`src/rtl/regfile_write_arbiter.sv`:
```
// regfile_write_arbiter
//
// Shares the single write port of the register file between two writeback
// requesters (req0: ALU result, req1: load data) using round-robin
// arbitration with valid/ready handshakes. The winning write is registered
// onto the register file's RegWrite/RD/WriteData inputs. A pending-write
// scoreboard tracks reserved destination registers so issue logic can stall
// on read-after-write hazards.
//
// Ports:
//   clk                      rising-edge clock
//   reset                    asynchronous, active-low reset
//   req{0,1}_valid/rd/data   write request from requester 0/1
//   req{0,1}_ready           request accepted this cycle (combinational)
//   rsv_valid, rsv_rd        issue stage reserves a destination register
//   query_rs1, query_rs2     source registers to hazard-check
//   busy_rs1, busy_rs2       queried register has a write not yet visible
//   rf_we, rf_rd, rf_wdata   register file write port
//   pending                  scoreboard bitmap, bit i set while reg i reserved
module regfile_write_arbiter #(
    parameter int unsigned DATA_W = 64,
    parameter int unsigned ADDR_W = 5,
    parameter int unsigned NREG   = 32
) (
    input  logic              clk,
    input  logic              reset,
    input  logic              req0_valid,
    input  logic [ADDR_W-1:0] req0_rd,
    input  logic [DATA_W-1:0] req0_data,
    output logic              req0_ready,
    input  logic              req1_valid,
    input  logic [ADDR_W-1:0] req1_rd,
    input  logic [DATA_W-1:0] req1_data,
    output logic              req1_ready,
    input  logic              rsv_valid,
    input  logic [ADDR_W-1:0] rsv_rd,
    input  logic [ADDR_W-1:0] query_rs1,
    input  logic [ADDR_W-1:0] query_rs2,
    output logic              busy_rs1,
    output logic              busy_rs2,
    output logic              rf_we,
    output logic [ADDR_W-1:0] rf_rd,
    output logic [DATA_W-1:0] rf_wdata,
    output logic [NREG-1:0]   pending
);

    // Index of the most recently accepted requester.
    logic              last_grant_q, last_grant_d;
    logic              rf_we_q, rf_we_d;
    logic [ADDR_W-1:0] rf_rd_q, rf_rd_d;
    logic [DATA_W-1:0] rf_wdata_q, rf_wdata_d;
    logic [NREG-1:0]   pending_q, pending_d;

    logic              grant0;
    logic              grant1;
    logic              accept;
    logic [ADDR_W-1:0] acc_rd;
    logic [DATA_W-1:0] acc_data;

    // On a tie the requester other than the last winner is granted; a lone
    // valid requester always wins, so any valid request is accepted.
    always_comb begin
        grant0 = req0_valid & (~req1_valid | last_grant_q);
        grant1 = req1_valid & (~req0_valid | ~last_grant_q);
    end

    assign req0_ready = grant0 & reset;
    assign req1_ready = grant1 & reset;
    assign accept     = req0_ready | req1_ready;
    assign acc_rd     = req1_ready ? req1_rd   : req0_rd;
    assign acc_data   = req1_ready ? req1_data : req0_data;

    always_comb begin
        last_grant_d = last_grant_q;
        rf_we_d      = 1'b0;
        rf_rd_d      = rf_rd_q;
        rf_wdata_d   = rf_wdata_q;
        if (accept) begin
            last_grant_d = req1_ready;
            // A write to x0 is consumed but never reaches the register file.
            rf_we_d      = (acc_rd != '0);
            rf_rd_d      = acc_rd;
            rf_wdata_d   = acc_data;
        end
    end

    // Clear is applied before set so a same-edge reservation of the register
    // being written back keeps it pending.
    always_comb begin
        pending_d = pending_q;
        if (accept && (acc_rd != '0)) begin
            pending_d[acc_rd] = 1'b0;
        end
        if (rsv_valid && (rsv_rd != '0)) begin
            pending_d[rsv_rd] = 1'b1;
        end
        pending_d[0] = 1'b0;
    end

    always_ff @(posedge clk or negedge reset) begin
        if (!reset) begin
            last_grant_q <= 1'b1;
            rf_we_q      <= 1'b0;
            rf_rd_q      <= '0;
            rf_wdata_q   <= '0;
            pending_q    <= '0;
        end else begin
            last_grant_q <= last_grant_d;
            rf_we_q      <= rf_we_d;
            rf_rd_q      <= rf_rd_d;
            rf_wdata_q   <= rf_wdata_d;
            pending_q    <= pending_d;
        end
    end

    // The output-stage write is still invisible to readers until the
    // register file captures it, so it counts as busy alongside reservations.
    always_comb begin
        busy_rs1 = (query_rs1 != '0) &
                   (pending_q[query_rs1] | (rf_we_q & (rf_rd_q == query_rs1)));
        busy_rs2 = (query_rs2 != '0) &
                   (pending_q[query_rs2] | (rf_we_q & (rf_rd_q == query_rs2)));
    end

    assign rf_we    = rf_we_q;
    assign rf_rd    = rf_rd_q;
    assign rf_wdata = rf_wdata_q;
    assign pending  = pending_q;

endmodule
```
`config.mk`:
```
export PLATFORM = sky130hd
export DESIGN_NAME = regfile_write_arbiter
export DESIGN_NICKNAME = d
export VERILOG_FILES = /design/src/rtl/regfile_write_arbiter.sv
export SDC_FILE = /design/constraint.sdc
export NUM_CORES = 1
export LEC_CHECK = 0
export ABC_AREA = 1
export CORE_MARGIN = 2
export CORE_UTILIZATION = 42
export CTS_CLUSTER_SIZE = 20
export DETAILED_ROUTE_END_ITERATION = 7
export GPL_ROUTABILITY_DRIVEN = 0
export PLACE_DENSITY_LB_ADDON = 0.08
export SLEW_MARGIN = 5
export SYNTH_ARGS = -nofsm -noshare
export SYNTH_HDL_FRONTEND = slang
export SYNTH_SLANG_ARGS = --single-unit
```
`constraint.sdc`:
```
create_clock -name clk -period 1.65 [get_ports clk]
set_input_delay 0.2475 -clock clk [delete_from_list [all_inputs] [get_ports clk]]
set_output_delay 0.2475 -clock clk [all_outputs]
set_load 0.05 [all_outputs]
```
[After elaboration in Yosys (flattened, before gate mapping)]
Index checks and enable logic that the tools add are counted.
W data, S select, Z words.
Cells by class
  $lt $le $gt $ge: 6
  equal/unequal tests: 2
  muxes and demuxes: 13
  bitwise logic cells: 19
  reductions and logical operators: 8
Operators by type and width (count)
  $mux W32: 2
  $mux W64: 1
  $and A32 B32 Y32: 1
  $not A32 Y32: 1
  $or A32 B32 Y32: 1
  $lt A5 B6 Y1 const B: 4
  $reduce_bool A5 Y1: 4
  $bmux W1 S5: 2
  $demux W1 S5: 2
  $eq A5 B5 Y1: 2
  $ge A5 B1 Y1 const B: 2
  $and A1 B1 Y1: 8
  $mux W1: 5
  $mux W5: 1
  $or A1 B1 Y1: 5
  $logic_and A1 B1 Y1: 4
  $not A1 Y1: 3
Word-level totals
  flip-flop bits (word level): 102
  output and inout bits: 106
  word-level logic and storage cells: 53

[Logic depth before layout (Yosys ltp)]
Gate-level depths: netlist of run 1.
  depth after elaboration: 14
  mapped depth: 12
  mapped depth without buffers: 12

[Worst setup path before layout of run 1]
OpenSTA, ideal clock, no wires.
  path type: flip-flop to output port
  start: reg rf_rd_q[4], in the netlist rf_rd[4]
  end: out busy_rs1
  arrival time: 1.946 ns
  required time: 1.402 ns
  setup slack: -0.543 ns
  stages on the path, launching flop included: 9
  path through: dfrtp_1 > inv_1 > nand2_1 > o21ai_0 > nor2_1 > nand3_1 > nand2_1 > nor2_1 > a21oi_1
On the way
  longest elaborated chain between the ends: 4
Ends and longest elaborated chain
  from (decl): line 50  | logic [ADDR_W-1:0] rf_rd_q, rf_rd_d;
  from (signal assigned): line 110  | rf_rd_q <= rf_rd_d;
  $eq A5 B5 Y1: line 120  | (pending_q[query_rs1] | (rf_we_q & (rf_rd_q == query_rs1)));
  $and A1 B1 Y1: line 120
  $or A1 B1 Y1: line 120
  $and A1 B1 Y1: line 119  | busy_rs1 = (query_rs1 != '0) &
  to (decl): line 39  | output logic busy_rs1,
Every way passes these cells.

[Worst setup path in the final report of run 1]
  start: reg rf_rd_q[3], in the netlist rf_rd[3]
  end: out busy_rs1
The elaborated chain is that of the path after synthesis.

==> results of run 1 <==
[final timing paths]
check,startpoint,to,slack (ps),cells past startpoint
worst max-delay path,rf_rd[3]$_DFFE_PN0P_,busy_rs1,-240,8
max in group asynchronous,reset,pending[19]$_DFF_PN0_,760,3
worst max register to register,last_grant_q$_DFFE_PN1P_,pending[22]$_DFF_PN0_,-210,12
min in group clk,rf_wdata[18]$_DFFE_PN0P_,rf_wdata[18]$_DFFE_PN0P_,490,2
worst min register to register,rf_wdata[18]$_DFFE_PN0P_,rf_wdata[18]$_DFFE_PN0P_,490,2
worst min-delay path,reset,rf_wdata[36]$_DFFE_PN0P_,6,2
[metal layers]
layer | up-vias | global-route usage | share of wire
li1 | 3399 | - | -
met1 | 3402 | 0.395 | 0.39
met2 | 417 | 0.532 | 0.48
met3 | 95 | 0.0860 | 0.094
met4 | 0 | 0.124 | 0.034
met5 | - | 0 | 0
[power groups by stage]
| stage | registers, mW | clock network, mW | logic [mW] |
|---|---|---|---|
| after floorplan | 5.15 | 0 | 1.09 |
| after global placement | 3.55 | 0 | 4.56 |
| after CTS | 3.48 | 2.05 | 5.08 |
| after global routing | 3.57 | 2.19 | 5.56 |
| final | 3.53 | 2.04 | 5.30 |
| after detailed placement | 3.55 | 0 | 4.58 |
[final cells by class]
cell class	instances	area [µm²]
Multi-Input combinational cell	649	3570
Timing Repair Buffer	363	3370
Fill cell	988	3090
Sequential cell	102	2600
Clock buffer	11	243
Inverter	55	220
Tap cell	176	220
Clock inverter	5	36.3
[sequential cells by signal, summed over array words and instances, names as in the netlist]
name and flops:
pending 31, rf_wdata 64, rf_rd 5, rf_we 1, last_grant_q 1
[cells by family (layout without fill, tap and decap cells)]
logic type | after synthesis | count (layout) | share of synthesized area
simple gates | 488 | 491 | 0.348
compound gates | 156 | 156 | 0.136
flops | 102 | 102 | 0.441
buf+inv | 99 | 434 | 0.0728
other cells | 1 | 1 | 0.000647
xor+xnor | 1 | 1 | 0.00151
[worst reg2reg max path, cell delays in order (launching register included)]
cell	delay (ps)
dfstp_2	550
nand2_2	70
nand2_4	140
inv_6	60
buf_6	120
nand2_4	60
nand2_4	80
nor2_4	200
buf_12	170
nand2_8	90
nand3_2	80
nand2_1	80
nand2_1	90
[synthesized netlist by cell type]
| cell type | count | area [µm²] |
|---|---|---|
| nor2_1 | 114 | 428 |
| dfstp_2 | 1 | 26.3 |
| o211ai_1 | 1 | 7.51 |
| nand2_4 | 4 | 45.0 |
| nor3_1 | 11 | 55.1 |
| o21ai_1 | 1 | 5.00 |
| xor2_1 | 1 | 8.76 |
| nand3_1 | 81 | 405 |
| nor2_4 | 2 | 22.5 |
| buf_1 | 9 | 33.8 |
| buf_6 | 3 | 33.8 |
| buf_2 | 14 | 70.1 |
| o21ai_0 | 79 | 395 |
| nand2_2 | 6 | 37.5 |
| dfrtp_1 | 101 | 2530 |
| o21ai_2 | 1 | 8.76 |
| nand4_1 | 2 | 12.5 |
| conb_1 | 1 | 3.75 |
| inv_1 | 49 | 184 |
| clkbuf_1 | 16 | 60.1 |
| nand2_1 | 266 | 998 |
| a21oi_1 | 73 | 365 |
| buf_4 | 2 | 15.0 |
| o21bai_1 | 1 | 7.51 |
| nor4_1 | 1 | 6.26 |
| inv_2 | 3 | 11.3 |
| nand3b_1 | 1 | 7.51 |
| inv_4 | 1 | 6.26 |
| clkinv_1 | 2 | 7.51 |
[timing repair]
| item | 4_1_cts | 5_1_grt |
|---|---|---|
| hold buffers | 0 | 0 |
| endpoints found under the setup margin | 35 | 86 |
| hold endpoints to repair | 0 | 0 |
| setup buffers | 37 | 6 |
| pin swaps | 68 | 42 |
| gates cloned | 5 | 0 |
| resized for setup | 161 | 63 |
[stage by stage]
| stage | setup TNS, ps | area [µm²] | setup WS (ps) |
|---|---|---|---|
| floorplan | -18.4 | 5860 | -18.4 |
| global placement | -21930 | 8780 | -366 |
| detailed placement | -25920 | 8780 | -395 |
| CTS | -2690 | 10000 | -232 |
| global route | -7740 | 10300 | -332 |
| finish | -5240 | 10300 | -238 |
==> run metrics, run 1 <==
clock skew=6.77 ps; status=finished with violations; Hold Violations, Final=0; CP dominant cell by count=nor2_2; Inst Count DP=1,301; synthesized cell area=0.00580 mm²; initial drt markers=746; clk slew on worst S/H paths=70 ps; fraction of final layout cells sized beyond drive strength 1=0.328; Max-cap violations=0; Vias=7,313; worst hold slack=5.86 ps; Die Wd=121 µm; CP Class=reg -> out; Port Buffers=262; sw power=4.92 mW; CP max stage delay=450 ps; combinational power share=0.487; Num CTS Buffers=9; Yosys cell types=29; Internal Power=5.95 mW; crit share post-route=1.14; 1st-pass router iterations=8; sequential fraction of design power=0.325; # clock sinks=102; Die Y=121 µm; TritonCTS clock tree=built; Max FO, Critical Path=4; gr ovfl total=0; number of global-route vias before repair=7,012; CP Capture Type=output port; syn_nets=1,005; clock network fraction of total power=0.188; RSZ-0062 raised after global routing=yes; commonest non-fill, non-tap cell in the layout=nand2_1; flops & latches, synth=102; global-route wire length before repair=36.6 mm; per-cell routed wire length=18.0 µm; pin count of the biggest net entering global routing=46; WP buf/inv=2; Overall Global Routing Usage=0.320; post-layout util=0.768; arrival time at the worst endpoint=1640 ps; Pwr Total=10.9 mW; Fmax achieved=0.530 GHz; Leakage=4.67 nW; diode count=0; setup violators final=36; CP Cell Sequence=inv_2 -> nor2_2 -> nor3_2 -> nand3_1 -> nand2_1 -> nor2_2 -> a21oi_4 -> buf_12; Root Buffer Master=clkbuf_16; Layout area overhead=77.0%; I/O pin count=264; Core Region=0.0133 mm²; Post-Syn Area per Cell=6.84 µm²; non-filler cells, final=1,361; nets=1,338; switching share of power=0.453; vias per inst=5.37; Power Dens Cells=1060 mW/mm²; latest clock arrival within the worst-skew pair=350 ps; VDD IR max=0.578 mV; CP Data Required Time=1400 ps; Final ANT Viol Nets=0; min Tclk post-route=1890 ps; synth warn=0; Slew @ Worst Pin=577 ps; Max-slew headroom=0.616; DP Wirelength=15.3 mm; Residual DRC=0; failing checks=setup timing; deepest clock path buffer count=2; Slowest-stage cell, CP=dfrtp_2; HP Class=in -> async; Die ar.=0.0148 mm²; Startpoint Class=flop; initial antenna violation count=0; slack of the critical path=-238 ps; Seq/Total Area, Yosys=0.441; Initial Util=0.434; Post-Route WL=24.5 mm; Top Family by Delay on Critical Path=simple AND/OR/NAND/NOR gates; Syn Inst Count=847; pins over their slew limit=0; num rows=42; htree depth=3; most frequent cells in the layout=nand2_1, buf_4, clkdlybuf4s50_1, nor2_1, o21ai_0
No activity file was read; power rests on OpenSTA's default activity.
==> inputs of run 2 (changes only) <==
- GPL_TIMING_DRIVEN: default -> 1
- SLEW_MARGIN: 5 -> 20
==> results of run 2 <==
Same layout as run 1: the final DEF is identical, and so are final timing and power.
